==> config.mk <==
export PLATFORM = sky130hd
export DESIGN_NAME = uart_tx_sched
export DESIGN_NICKNAME = d
export VERILOG_FILES = /design/src/rtl/uart_tx_sched.sv
export SDC_FILE = /design/constraint.sdc
export NUM_CORES = 1
export LEC_CHECK = 0
export ABC_CLOCK_PERIOD_IN_PS = 2860
export BUFFER_PORTS_ARGS = -buffer_cell sky130_fd_sc_hd__buf_2
export CORE_ASPECT_RATIO = 1.2
export CORE_MARGIN = 4
export CORE_UTILIZATION = 30
export DETAILED_ROUTE_END_ITERATION = 10
export PLACE_DENSITY = 0.5
export SYNTH_ARGS = -nofsm -noshare
export SYNTH_HDL_FRONTEND = slang
export SYNTH_SLANG_ARGS = --single-unit
==> constraint.sdc <==
create_clock -name clk_50m -period 2.86 [get_ports clk_50m]
set_input_delay 0.429 -clock clk_50m [delete_from_list [all_inputs] [get_ports clk_50m]]
set_output_delay 0.429 -clock clk_50m [all_outputs]
set_load 0.05 [all_outputs]
==> src/rtl/uart_tx_sched.sv <==
// Round-robin scheduler that shares one UART transmitter among several byte-stream
// requesters. A grant is held until the requester marks a packet end or the burst
// limit is reached; each byte waits for a full busy rise/fall of the UART core.
module uart_tx_sched #(
  parameter int NUM_REQ   = 4,
  parameter int MAX_BURST = 16,
  parameter int START_TMO = 512,
  localparam int IDW      = $clog2(NUM_REQ)
) (
  input  logic                 clk_50m,
  input  logic                 rst,
  input  logic [NUM_REQ-1:0]   req_valid,
  input  logic [8*NUM_REQ-1:0] req_data,
  input  logic [NUM_REQ-1:0]   req_last,
  output logic [NUM_REQ-1:0]   req_ready,
  output logic [7:0]           tx_data,
  output logic                 tx_wr_en,
  input  logic                 tx_busy,
  output logic [IDW-1:0]       grant_id,
  output logic                 active,
  output logic                 tmo_err
);

  localparam int BW = $clog2(MAX_BURST + 1);
  localparam int TW = (START_TMO > 1) ? $clog2(START_TMO) : 1;

  typedef enum logic [1:0] {
    IDLE,
    LOAD,
    WAIT_START,
    WAIT_DONE
  } state_e;

  state_e         state_q, state_d;
  logic [IDW-1:0] rr_q, rr_d;
  logic [IDW-1:0] grant_q, grant_d;
  logic [BW-1:0]  burst_q, burst_d;
  logic [TW-1:0]  tmo_q, tmo_d;
  logic           last_q, last_d;

  logic           pick_vld;
  logic [IDW-1:0] pick_idx;
  logic [7:0]     sel_data;

  // Index after i, wrapping NUM_REQ-1 back to 0 (NUM_REQ need not be a power of 2).
  function automatic logic [IDW-1:0] wrap_inc(input logic [IDW-1:0] i);
    if (int'(i) == NUM_REQ - 1) return '0;
    return i + 1'b1;
  endfunction

  assign sel_data = req_data[{grant_q, 3'b000} +: 8];
  assign grant_id = grant_q;
  assign active   = (state_q != IDLE);

  // Round-robin search: first valid requester starting at rr_q.
  always_comb begin
    int unsigned cand;
    cand     = 0;
    pick_vld = 1'b0;
    pick_idx = '0;
    for (int unsigned k = 0; k < NUM_REQ; k++) begin
      cand = (32'(rr_q) + k) % NUM_REQ;
      if (!pick_vld && req_valid[cand]) begin
        pick_vld = 1'b1;
        pick_idx = IDW'(cand);
      end
    end
  end

  // Next-state and output decode.
  always_comb begin
    state_d   = state_q;
    rr_d      = rr_q;
    grant_d   = grant_q;
    burst_d   = burst_q;
    tmo_d     = tmo_q;
    last_d    = last_q;
    tx_wr_en  = 1'b0;
    req_ready = '0;
    tx_data   = '0;
    tmo_err   = 1'b0;
    unique case (state_q)
      IDLE: begin
        if (pick_vld) begin
          grant_d = pick_idx;
          burst_d = '0;
          state_d = LOAD;
        end
      end
      LOAD: begin
        if (req_valid[grant_q]) begin
          tx_wr_en           = 1'b1;
          req_ready[grant_q] = 1'b1;
          tx_data            = sel_data;
          last_d             = req_last[grant_q];
          burst_d            = burst_q + 1'b1;
          tmo_d              = '0;
          state_d            = WAIT_START;
        end else begin
          rr_d    = wrap_inc(grant_q);
          state_d = IDLE;
        end
      end
      WAIT_START: begin
        if (tx_busy) begin
          state_d = WAIT_DONE;
        end else if (tmo_q == TW'(START_TMO - 1)) begin
          tmo_err = 1'b1;
          rr_d    = wrap_inc(grant_q);
          state_d = IDLE;
        end else begin
          tmo_d = tmo_q + 1'b1;
        end
      end
      WAIT_DONE: begin
        if (!tx_busy) begin
          if (last_q || (burst_q == BW'(MAX_BURST))) begin
            rr_d    = wrap_inc(grant_q);
            state_d = IDLE;
          end else begin
            state_d = LOAD;
          end
        end
      end
      default: state_d = IDLE;
    endcase
  end

  // State and bookkeeping registers with synchronous reset.
  always_ff @(posedge clk_50m) begin
    if (rst) begin
      state_q <= IDLE;
      rr_q    <= '0;
      grant_q <= '0;
      burst_q <= '0;
      tmo_q   <= '0;
      last_q  <= 1'b0;
    end else begin
      state_q <= state_d;
      rr_q    <= rr_d;
      grant_q <= grant_d;
      burst_q <= burst_d;
      tmo_q   <= tmo_d;
      last_q  <= last_d;
    end
  end

endmodule

## Yosys cells after proc, flatten, opt, wreduce, memory -nomap -nowiden

Index checks and enable logic that the tools add are counted.

- Output and inout bits: 17
- Bits in registers: 21
- Logic and storage cells: 117
- Bits of input ports: 43

- Magnitude comparators: 6
- Reduce and logical (&&, ||, !) cells: 19
- Shifts and indexed selects: 1
- Multiplexer cells: 64
- Add/subtract/negate cells: 6
- Equal/unequal tests: 15

Operators by type and width:

| operator | count |
|---|---|
| two-way mux 2 bit | 18 |
| variable part select 32 x 6 -> 8 bit | 1 |
| two-way mux 9 bit | 3 |
| two-way mux 1 bit | 26 |
| one-hot mux 9 bit (2 select lines) | 1 |
| two-way mux 8 bit | 2 |
| inequality test 2 bit (second input constant) | 8 |
| less-than comparator 2 x 3 -> 1 bit (second input constant) | 5 |
| binary-select mux 1 bit (select 2 bit) | 6 |
| two-way mux 5 bit | 2 |
| one-hot mux 5 bit (2 select lines) | 1 |
| adder 9 x 1 -> 9 bit (second input constant) | 1 |
| == test 9 bit (second input constant) | 1 |
| two-way mux 4 bit | 2 |
| one-hot mux 2 bit (4 select lines) | 1 |
| one-hot mux 2 bit (3 select lines) | 1 |
| AND reduction 3 bit | 2 |
| AND reduction 6 bit | 1 |
| nonzero test 2 bit | 3 |
| adder 5 x 1 -> 5 bit (second input constant) | 1 |
| == test 5 bit (second input constant) | 1 |
| adder 2 x 1 -> 2 bit (second input constant) | 2 |
| adder 2 bit (second input constant) | 2 |
| == test 2 x 1 -> 1 bit (second input constant) | 2 |
| 11 further kinds | 18 |

## Logic depth before layout (Yosys ltp)

Gate-level depths: netlist of run 1.

- Word-level depth: 14
- Gate-level depth with buffers: 8
- Depth with buffers taken out: 8

## Least setup slack after synthesis of run 1

No wires, ideal clock.

- Path type: register to output
- From: reg tmo_q[0]
- To: out tmo_err
- Buffers on the path: 0
- Path slack: 0.239 ns
- Cell stages (with the launch flop): 6
- Data arrival time: 2.192 ns
- Required time: 2.431 ns
- Path through: dfxtp_1 ha_1 nand2_1 nor3_1 ha_1 nor3b_1

- Longest elaborated chain between the ends: 4

RTL lines:

| item | RTL line | text |
|---|---|---|
| start: declaration | 38 | `logic [TW-1:0] tmo_q, tmo_d;` |
| start signal: assignment | 143 | `tmo_q <= tmo_d;` |
| == test 9 bit | 107 | `end else if (tmo_q == TW'(START_TMO - 1)) begin` |
| two-way mux 1 bit | 107 |  |
| two-way mux 1 bit | 105 | `if (tx_busy) begin` |
| two-way mux 1 bit | 82 | `unique case (state_q)` |
| end: declaration | 21 | `output logic tmo_err` |

No other way between the ends.

## Worst setup path after layout of run 1

- From: reg tmo_q[1]
- To: out tmo_err

Same word-level chain as after synthesis.

==> flow_summary.json, run 1 <==
{
  "status": "complete, no violations",
  "p_comb_frac": 0.359,
  "rrSetupSlack_ns": 0.78,
  "grt.overflow.total": 0,
  "p_leak_nw": 0.8786,
  "dp_hpwl_um": 3199,
  "multi_input_area_sq_mm": 0.001091,
  "core_sq_mm": 0.005261,
  "row_count": 29,
  "htreeDepth": 1,
  "pin_count": 60,
  "drv_cap": 0,
  "antenna_found_initial": 0,
  "finClkSkew_ns": 0.003589,
  "fp.dieH_um": 88.63,
  "min_period_ns": 2.414,
  "critPathArrivalTime_ns": 1.99,
  "setup_viol": 0,
  "die_w_um": 75.19,
  "cp_common_cell": "ha_1",
  "hold_violations": 0,
  "placed_cells": 290,
  "rr_worst_depth": 8,
  "dieArea_sq_mm": 0.006664,
  "ctsHoldBuffers": 0,
  "grt_pass1_vias": 1508,
  "stdcell_count": 294,
  "synth_cells": 175,
  "yosysMostFrequentCell": "dfxtp_1",
  "grt_use_total": 0.1235,
  "initial_core_util": 0.3089,
  "fin_tns_setup_ns": 0,
  "hold_path.class": "reg -> reg",
  "drc": 0,
  "r2r-end": "tmo_q[5]",
  "fillerInstances": 538,
  "gp_congestion": 0.7312,
  "synth_cell_types": 47,
  "post-route-period-util": 0.8441,
  "cts-root-buf": "clkbuf_8",
  "wl_per_cell_um": 13.89,
  "vias": 1515,
  "synth_warnings": 0,
  "avgSynthCellArea_sq_um": 9.287,
  "seqCellArea_sq_um": 420.4,
  "fmax_mhz": 414.2,
  "netlist_area_sq_mm": 0.001625,
  "cts_setup_buffers": 0,
  "cts.sinks": 21,
  "grt_pass1_wl_um": 6575,
  "maxSlewHeadroom": 0.5923,
  "first_pass_iters": 4,
  "crit_fanout": 7,
  "cts_tree": "yes",
  "cts_resized": 0,
  "cts_buffers": 3,
  "ys.flop_type": "dfxtp_1",
  "drive_gt1_frac": 0.3664,
  "cts_buffer_depth": 2,
  "worstSkewPairLatency_ns": 0.26,
  "ir_drop_v": 0.0001418,
  "report.final.slew_viol_count": 0,
  "synth-seq-area-share": 0.2587,
  "end_kind": "primary output",
  "cp_slowest_stage_delay_ns": 0.39,
  "worstHoldPathCells": 2,
  "post-place-ws_ns": 0.5933,
  "cpMaxStageDelayCell": "dfxtp_1",
  "antenna-diode-count": 0,
  "seqPwrFrac": 0.401,
  "yosysTopAreaCell": "dfxtp_1",
  "synth_top_area_share": 0.2587,
  "switchingPower_mw": 0.2928,
  "worstPathCellList": "ha_1 > nand2_1 > nor3_1 > ha_1 > nor3b_1 > buf_2",
  "drt_iter0_drc": 45,
  "clk_pin_slew_worst_paths_ns": 0.08,
  "finalWirelength_um": 4083,
  "area_growth_pct": 22.63,
  "min_delay_worst_endpoint": "last_q",
  "rsz0062_at_grt": "no",
  "p_clk_frac": 0.240,
  "setup_slack_ns": 0.4458,
  "critPathKind": "reg -> out",
  "synth_edf_count": 0,
  "p_sw_frac": 0.3596,
  "start_kind": "register",
  "min_from": "last_q",
  "final_antenna_net_count": 0,
  "worst_pin_slew_ns": 0.6031,
  "r2r_start": "tmo_q[0]",
  "synthArstFlopShare": 0,
  "final_net_count": 284,
  "grt_max_degree": 23,
  "p_per_area_mw_per_mm2": 408.6,
  "io_buffers": 59,
  "vias_per_cell": 5.153,
  "synthTopCellsByArea": "dfxtp_1 26%, mux4_2 11%, ha_1 6.2%",
  "internal-power_mw": 0.5215,
  "cp.required_ns": 2.43,
  "synth_top_cells_by_count": "21 x dfxtp_1, 14 x nand2_1, 13 x nor3_1, 10 x and3_1, 10 x inv_1",
  "syn-num-nets": 226,
  "synth-seq-cells": 21
}
[registers in the layout, summed over array words and instances (netlist names)]
register / flops
state_q: 2
last_q: 1
grant_id: 2
burst_q: 5
tmo_q: 9
rr_q: 2
[power groups by stage]
stage / Clock (mW) / Combinational, mW / Sequential [mW]
CTS: 0.202 / 0.298 / 0.327
global route: 0.216 / 0.321 / 0.330
detailed placement: 0 / 0.296 / 0.334
finish: 0.196 / 0.292 / 0.327
floorplan: 0 / 0.217 / 0.334
global placement: 0 / 0.295 / 0.333
[critical path, delay by kind of cell (launching register included)]
family / cells / cell delay [ns]
adders and majority gates: 2 / 0.52
buffers and inverters: 1 / 0.30
DFF: 1 / 0.39
and+or+nand+nor: 3 / 0.52
[cells in the final DEF (no fill, tap or decap), types with 3 or more instances in the layout]
| cell | netlist | routed |
|---|---|---|
| a21oi_1 | 9 | 9 |
| and3_1 | 10 | 10 |
| buf_2 | 0 | 59 |
| buf_4 | 1 | 3 |
| clkbuf_8 | 2 | 3 |
| dfxtp_1 | 21 | 21 |
| ha_1 | 8 | 8 |
| inv_1 | 10 | 10 |
| mux2i_1 | 3 | 3 |
| mux4_2 | 8 | 8 |
| nand2_1 | 14 | 14 |
| nand2b_1 | 7 | 7 |
| nand3_1 | 3 | 3 |
| nor2_1 | 8 | 8 |
| nor3_1 | 13 | 13 |
| o21ai_0 | 6 | 6 |
| or3_1 | 3 | 3 |
| xnor2_1 | 5 | 5 |
[logic make-up after synthesis]
group / synth area share
and+or+nand+nor: 0.2964
AOI/OAI and AO/OA: 0.1047
DFF: 0.2587
buffers and inverters: 0.07005
muxes: 0.1709
adders and majority gates: 0.06159
xor gates and xnor gates: 0.03772
[cell type report]
class | count | share of cell area
Clock buffer | 4 | 0.02260
Inverter | 11 | 0.02072
Multi-Input combinational cell | 134 | 0.5474
Sequential cell | 21 | 0.2109
Tap cell | 62 | 0.03892
Timing Repair Buffer | 62 | 0.1594
[stage by stage]
| step | cell area (sq um) | hold slack [ns] | utilization | power, mW |
|---|---|---|---|---|
| floorplan | 1625 | 0.4364 | - | 0.5516 |
| global placement | 1948 | 0.4611 | 0.3703 | 0.6280 |
| detailed placement | 1948 | 0.4647 | 0.3703 | 0.6295 |
| CTS | 1993 | 0.4771 | 0.3788 | 0.8260 |
| global route | 1993 | 0.5120 | 0.3788 | 0.8664 |
| finish | 1993 | 0.4738 | 0.3788 | 0.8143 |
[routing by layer]
layer	global-route usage	vias up	wire (um)	share of wire
met5	0	-	0	0
met4	0.04293	0	57	0.014
met3	0.01818	5	413	0.10
met2	0.2274	56	1890	0.46
met1	0.1426	694	1722	0.42
li1	-	760	-	-
[how the worst max path moves through the flow]
stage	startpoint	endpoint	cells past startpoint	slack (ns)
after floorplan	tmo_q[0]	tmo_err	5	0.24
after global placement	req_valid[3]	tx_wr_en	5	0.62
after detailed placement	req_valid[3]	tx_wr_en	5	0.59
after CTS	tmo_q[1]	tmo_err	6	0.43
after global routing	tmo_q[1]	tmo_err	6	0.22
final	tmo_q[1]	tmo_err	6	0.45
No activity file was read; power rests on OpenSTA's default activity.
==> run 2: changes to the inputs <==
--- a/config.mk
+++ b/config.mk
@@ -5,7 +5,7 @@
 export SDC_FILE = /design/constraint.sdc
 export NUM_CORES = 1
 export LEC_CHECK = 0
-export ABC_CLOCK_PERIOD_IN_PS = 2860
+export ABC_CLOCK_PERIOD_IN_PS = 2510
 export BUFFER_PORTS_ARGS = -buffer_cell sky130_fd_sc_hd__buf_2
 export CORE_ASPECT_RATIO = 1.2
 export CORE_MARGIN = 4
==> constraint.sdc (replaced) <==
create_clock -name clk_50m -period 2.51 [get_ports clk_50m]
set_input_delay 0.3765 -clock clk_50m [delete_from_list [all_inputs] [get_ports clk_50m]]
set_output_delay 0.3765 -clock clk_50m [all_outputs]
set_load 0.05 [all_outputs]
==> run 2 against run 1 <==
  * Sequential power rose by 13%
  * Setup slack got worse by 0.22 ns
  * Critical endpoint unchanged
  * Combinational power rose by 15%
  * Register-to-register slack got worse by 0.35 ns
==> flow_summary.json, run 2 (synthesis results as in run 1) <==
{
  "p_per_area_mw_per_mm2": 463.1,
  "setup_slack_ns": 0.2302,
  "post-route-period-util": 0.9083,
  "dieArea_sq_mm": 0.006664,
  "top_regs": "tmo_q: 9 flops, burst_q: 5 flops",
  "final_net_count": 285,
  "drv_cap": 0,
  "initial_core_util": 0.3089,
  "largest-register": "tmo_q",
  "grt_use_total": 0.1180,
  "grt.overflow.total": 0,
  "cts_resized": 0,
  "cts.sinks": 21,
  "vias": 1498,
  "drt_iter0_drc": 34,
  "finalWirelength_um": 4040,
  "rsz0062_at_grt": "no",
  "p_total_mw": 0.9293,
  "ctsHoldBuffers": 0,
  "area_growth_pct": 23.48,
  "seqCellArea_sq_um": 420.4,
  "critPathArrivalTime_ns": 1.90,
  "finClkSkew_ns": 0.004524,
  "min_period_ns": 2.280,
  "p_leak_nw": 0.8858,
  "cts_buffers": 3,
  "final_antenna_net_count": 0,
  "dp_hpwl_um": 3140,
  "ir_drop_v": 0.0001812,
  "cts_tree": "yes",
  "first_pass_iters": 4,
  "gp_congestion": 0.7049,
  "grt_pass1_wl_um": 6230,
  "final_area_sq_mm": 0.002007,
  "fillerInstances": 539,
  "critPathKind": "reg -> out",
  "maxSlewHeadroom": 0.5913,
  "clk_pin_slew_worst_paths_ns": 0.08,
  "vias_per_cell": 5.078,
  "cts_buffer_depth": 2,
  "end_kind": "primary output",
  "placed_cells": 291,
  "die_w_um": 75.19,
  "row_count": 29,
  "htreeDepth": 1,
  "grt_max_degree": 23,
  "worstSkewPairLatency_ns": 0.26,
  "status": "complete, no violations",
  "fmax_mhz": 438.6,
  "io_buffers": 59,
  "layout_common_cells": "59 x buf_2, 21 x dfxtp_1, 14 x nand2_1, 13 x nor3_1",
  "multi_input_area_sq_mm": 0.001096,
  "worst_pin_slew_ns": 0.6046,
  "post-place-ws_ns": 0.4268,
  "grt_pass1_vias": 1435,
  "antenna-diode-count": 0,
  "hold_violations": 0,
  "fp.dieH_um": 88.63,
  "drive_gt1_frac": 0.3777,
  "largest_register_ffs": 9,
  "stdcell_count": 295,
  "start_kind": "register",
  "core_sq_mm": 0.005261,
  "report.final.slew_viol_count": 0,
  "cts_setup_buffers": 0,
  "whs_ns": 0.4703,
  "pin_count": 60,
  "wl_per_cell_um": 13.69,
  "fin_util": 0.3815,
  "cts-root-buf": "clkbuf_8",
  "antenna_found_initial": 0,
  "setup_viol": 0,
  "cp.required_ns": 2.13,
  "crit_fanout": 7,
  "hold_path.class": "reg -> reg",
  "fin_tns_setup_ns": 0,
  "layout_commonest_cell": "buf_2",
  "drc": 0,
  "dpl-instance-area_sq_mm": 0.001961
}
run 2: changes by cell type in the layout (fill, tap and decap cells not counted):
cell      previous run  this run
nor3b_1              1         0
clkinv_2             0         1
nor3b_2              0         1
buf_4                3         4
clkbuf_1             1         0
run 2: worst paths after layout:
kind,slack [ns],cells past startpoint,from,to
max,0.23,6,tmo_q[1],tmo_err
max reg2reg,0.43,8,tmo_q[0],tmo_q[7]
min reg2reg,0.47,2,last_q,last_q
min,0.47,2,last_q,last_q
run 2: area by class of cell:
class / instances / share of cell area
sequential: 21 / 0.2095
timing repair buffer: 63 / 0.1621
tap: 62 / 0.03865
clock inverter: 1 / 0.002494
multi-input combinational: 134 / 0.5461
clock buffer: 3 / 0.02057
inverter: 11 / 0.02057
run 2: worst max-delay path: stages (launching register included):
cell and delay [ns]:
dfxtp_1 0.38, ha_1 0.21, nand2_1 0.08, nor3_1 0.21
ha_1 0.31, nor3b_2 0.19, buf_2 0.28
run 2: where the power goes:
| part | leakage, nW | internal, mW | total [mW] | switching [mW] |
|---|---|---|---|---|
| clock | 0.0255 | 0.110 | 0.222 | 0.112 |
| combinational | 0.690 | 0.135 | 0.336 | 0.201 |
| sequential | 0.170 | 0.348 | 0.371 | 0.0227 |
run 2: metal layers:
metal	vias up	wire, um	global-route usage
li1	759	-	-
met1	675	1671	0.1290
met2	60	1844	0.2290
met3	4	477	0.01818
met4	0	47	0.03339
met5	-	0	0
==> run 3: changes to the inputs <==
--- a/config.mk
+++ b/config.mk
@@ -8,7 +8,6 @@
 export ABC_CLOCK_PERIOD_IN_PS = 2510
 export BUFFER_PORTS_ARGS = -buffer_cell sky130_fd_sc_hd__buf_2
 export CORE_ASPECT_RATIO = 1.2
-export CORE_MARGIN = 4
 export CORE_UTILIZATION = 30
 export DETAILED_ROUTE_END_ITERATION = 10
 export PLACE_DENSITY = 0.5
==> run 3 against run 2 <==
  * First-iteration DRC count grew 110%
  * Non-clock buffer count stayed put
  * Power grew 0.63%
  * Critical path depth down 2
  * Sequential cell count did not move
  * Sequential share of layout area did not move
  * Maximum frequency shrank 2.3%
  * Register-to-register slack hardly changed
  * Combinational power hardly changed
==> flow_summary.json, run 3 (synthesis results as in run 1) <==
{
  "status": "complete, no violations",
  "drt_iter0_drc": 71,
  "grt_max_degree": 23,
  "antenna-diode-count": 0,
  "cts_buffers": 3,
  "io_buffers": 59,
  "worst_pin_slew_ns": 0.6402,
  "htreeDepth": 1,
  "setup_slack_ns": 0.1760,
  "final_net_count": 285,
  "crit_fanout": 12,
  "pin_count": 60,
  "first_pass_iters": 4,
  "top_regs": "tmo_q: 9 flops, burst_q: 5 flops",
  "critPathKind": "reg -> out",
  "cts_tree": "yes",
  "grt.met1_usage": 0.1531,
  "vias_per_cell": 5.081,
  "cts_buffer_depth": 2,
  "final_antenna_net_count": 0,
  "die_w_um": 69.19,
  "report.final.slew_viol_count": 0,
  "cts_resized": 0,
  "grt_use_total": 0.1351,
  "rsz0062_at_grt": "no",
  "gp_congestion": 0.7169,
  "fin_util": 0.3815,
  "layout_common_cells": "59 x buf_2, 21 x dfxtp_1, 14 x nand2_1, 13 x nor3_1",
  "drive_gt1_frac": 0.3777,
  "dieArea_sq_mm": 0.005717,
  "wl_per_cell_um": 13.27,
  "antenna_found_initial": 0,
  "cts_setup_buffers": 0,
  "fp.dieH_um": 82.63,
  "cpMaxStageDelayCell": "mux4_1",
  "layout_commonest_cell": "buf_2",
  "met3_usage": 0.03277,
  "p_per_area_mw_per_mm2": 466.0,
  "cp_slowest_stage_delay_ns": 0.57,
  "post-route-period-util": 0.9299,
  "row_count": 29,
  "fmax_mhz": 428.5,
  "ir_drop_v": 0.0001753,
  "cp.required_ns": 2.13,
  "grt_pass1_vias": 1396,
  "p_leak_nw": 0.8858,
  "maxSlewHeadroom": 0.5672,
  "drv_cap": 0,
  "worstPathCellList": "buf_4 > mux4_1 > and3_1 > buf_2",
  "setup_viol": 0,
  "clk_pin_slew_worst_paths_ns": 0.09,
  "worstSkewPairLatency_ns": 0.26,
  "vias": 1499,
  "initial_core_util": 0.3089,
  "p_total_mw": 0.9352,
  "busiest_layer": "met2",
  "whs_ns": 0.4608,
  "ctsHoldBuffers": 0,
  "critPathArrivalTime_ns": 1.96,
  "hold_violations": 0,
  "grt_pass1_wl_um": 6292,
  "area_growth_pct": 23.48,
  "start_kind": "register",
  "grt.overflow.total": 0,
  "post-place-ws_ns": 0.4160,
  "hold_path.class": "reg -> reg",
  "min_period_ns": 2.334,
  "dp_hpwl_um": 3010,
  "end_kind": "primary output",
  "core_sq_mm": 0.005261,
  "cts.sinks": 21,
  "drc": 0,
  "largest-register": "tmo_q",
  "finalWirelength_um": 3916,
  "largest_register_ffs": 9,
  "rrSetupSlack_ns": 0.42,
  "met2_usage": 0.2544,
  "cts-root-buf": "clkbuf_8",
  "fin_tns_setup_ns": 0,
  "finClkSkew_ns": 0.009324
}
[run 3: power by group]
group	internal, mW	switching (mW)
Clock	0.111	0.117
Sequential	0.348	0.0251
Combinational	0.135	0.199
Total	0.594	0.341
[run 3: through the flow]
step           cell area, sq um  std cells
2_1_floorplan              1630        175
3_3_place_gp               1961        291
3_5_place_dp               1961        291
4_1_cts                    2007        295
5_1_grt                    2007        295
6_report                   2007        295
[run 3: path summary, 6_finish.rpt]
| path | startpoint | to | cells after the start |
|---|---|---|---|
| setup / recovery | grant_id[0] | tx_data[0] | 4 |
| hold / removal | last_q | last_q | 2 |
| setup reg to reg | tmo_q[0] | tmo_q[5] | 8 |
| hold reg to reg | last_q | last_q | 2 |
[run 3: cell type report]
type	instances	area (sq um)
clock buffers	3	41.29
inverters	11	41.29
flip-flops and latches	21	420.4
repair buffers	63	325.3
well taps	62	77.57
clock inverters	1	5.005
multi-input cells	134	1096
fillers	566	3254
[run 3: routing by layer]
layer	wire, um	part of all wire
met2	1868	0.48
met5	0	0
met4	36	0.0092
met1	1749	0.45
met3	261	0.067
[run 3: critical path, delay by kind of cell, from the launching register on]
kind	cells	cell delay, ns
and+or+nand+nor	1	0.18
DFF	1	0.46
muxes	1	0.57
buffers and inverters	2	0.48
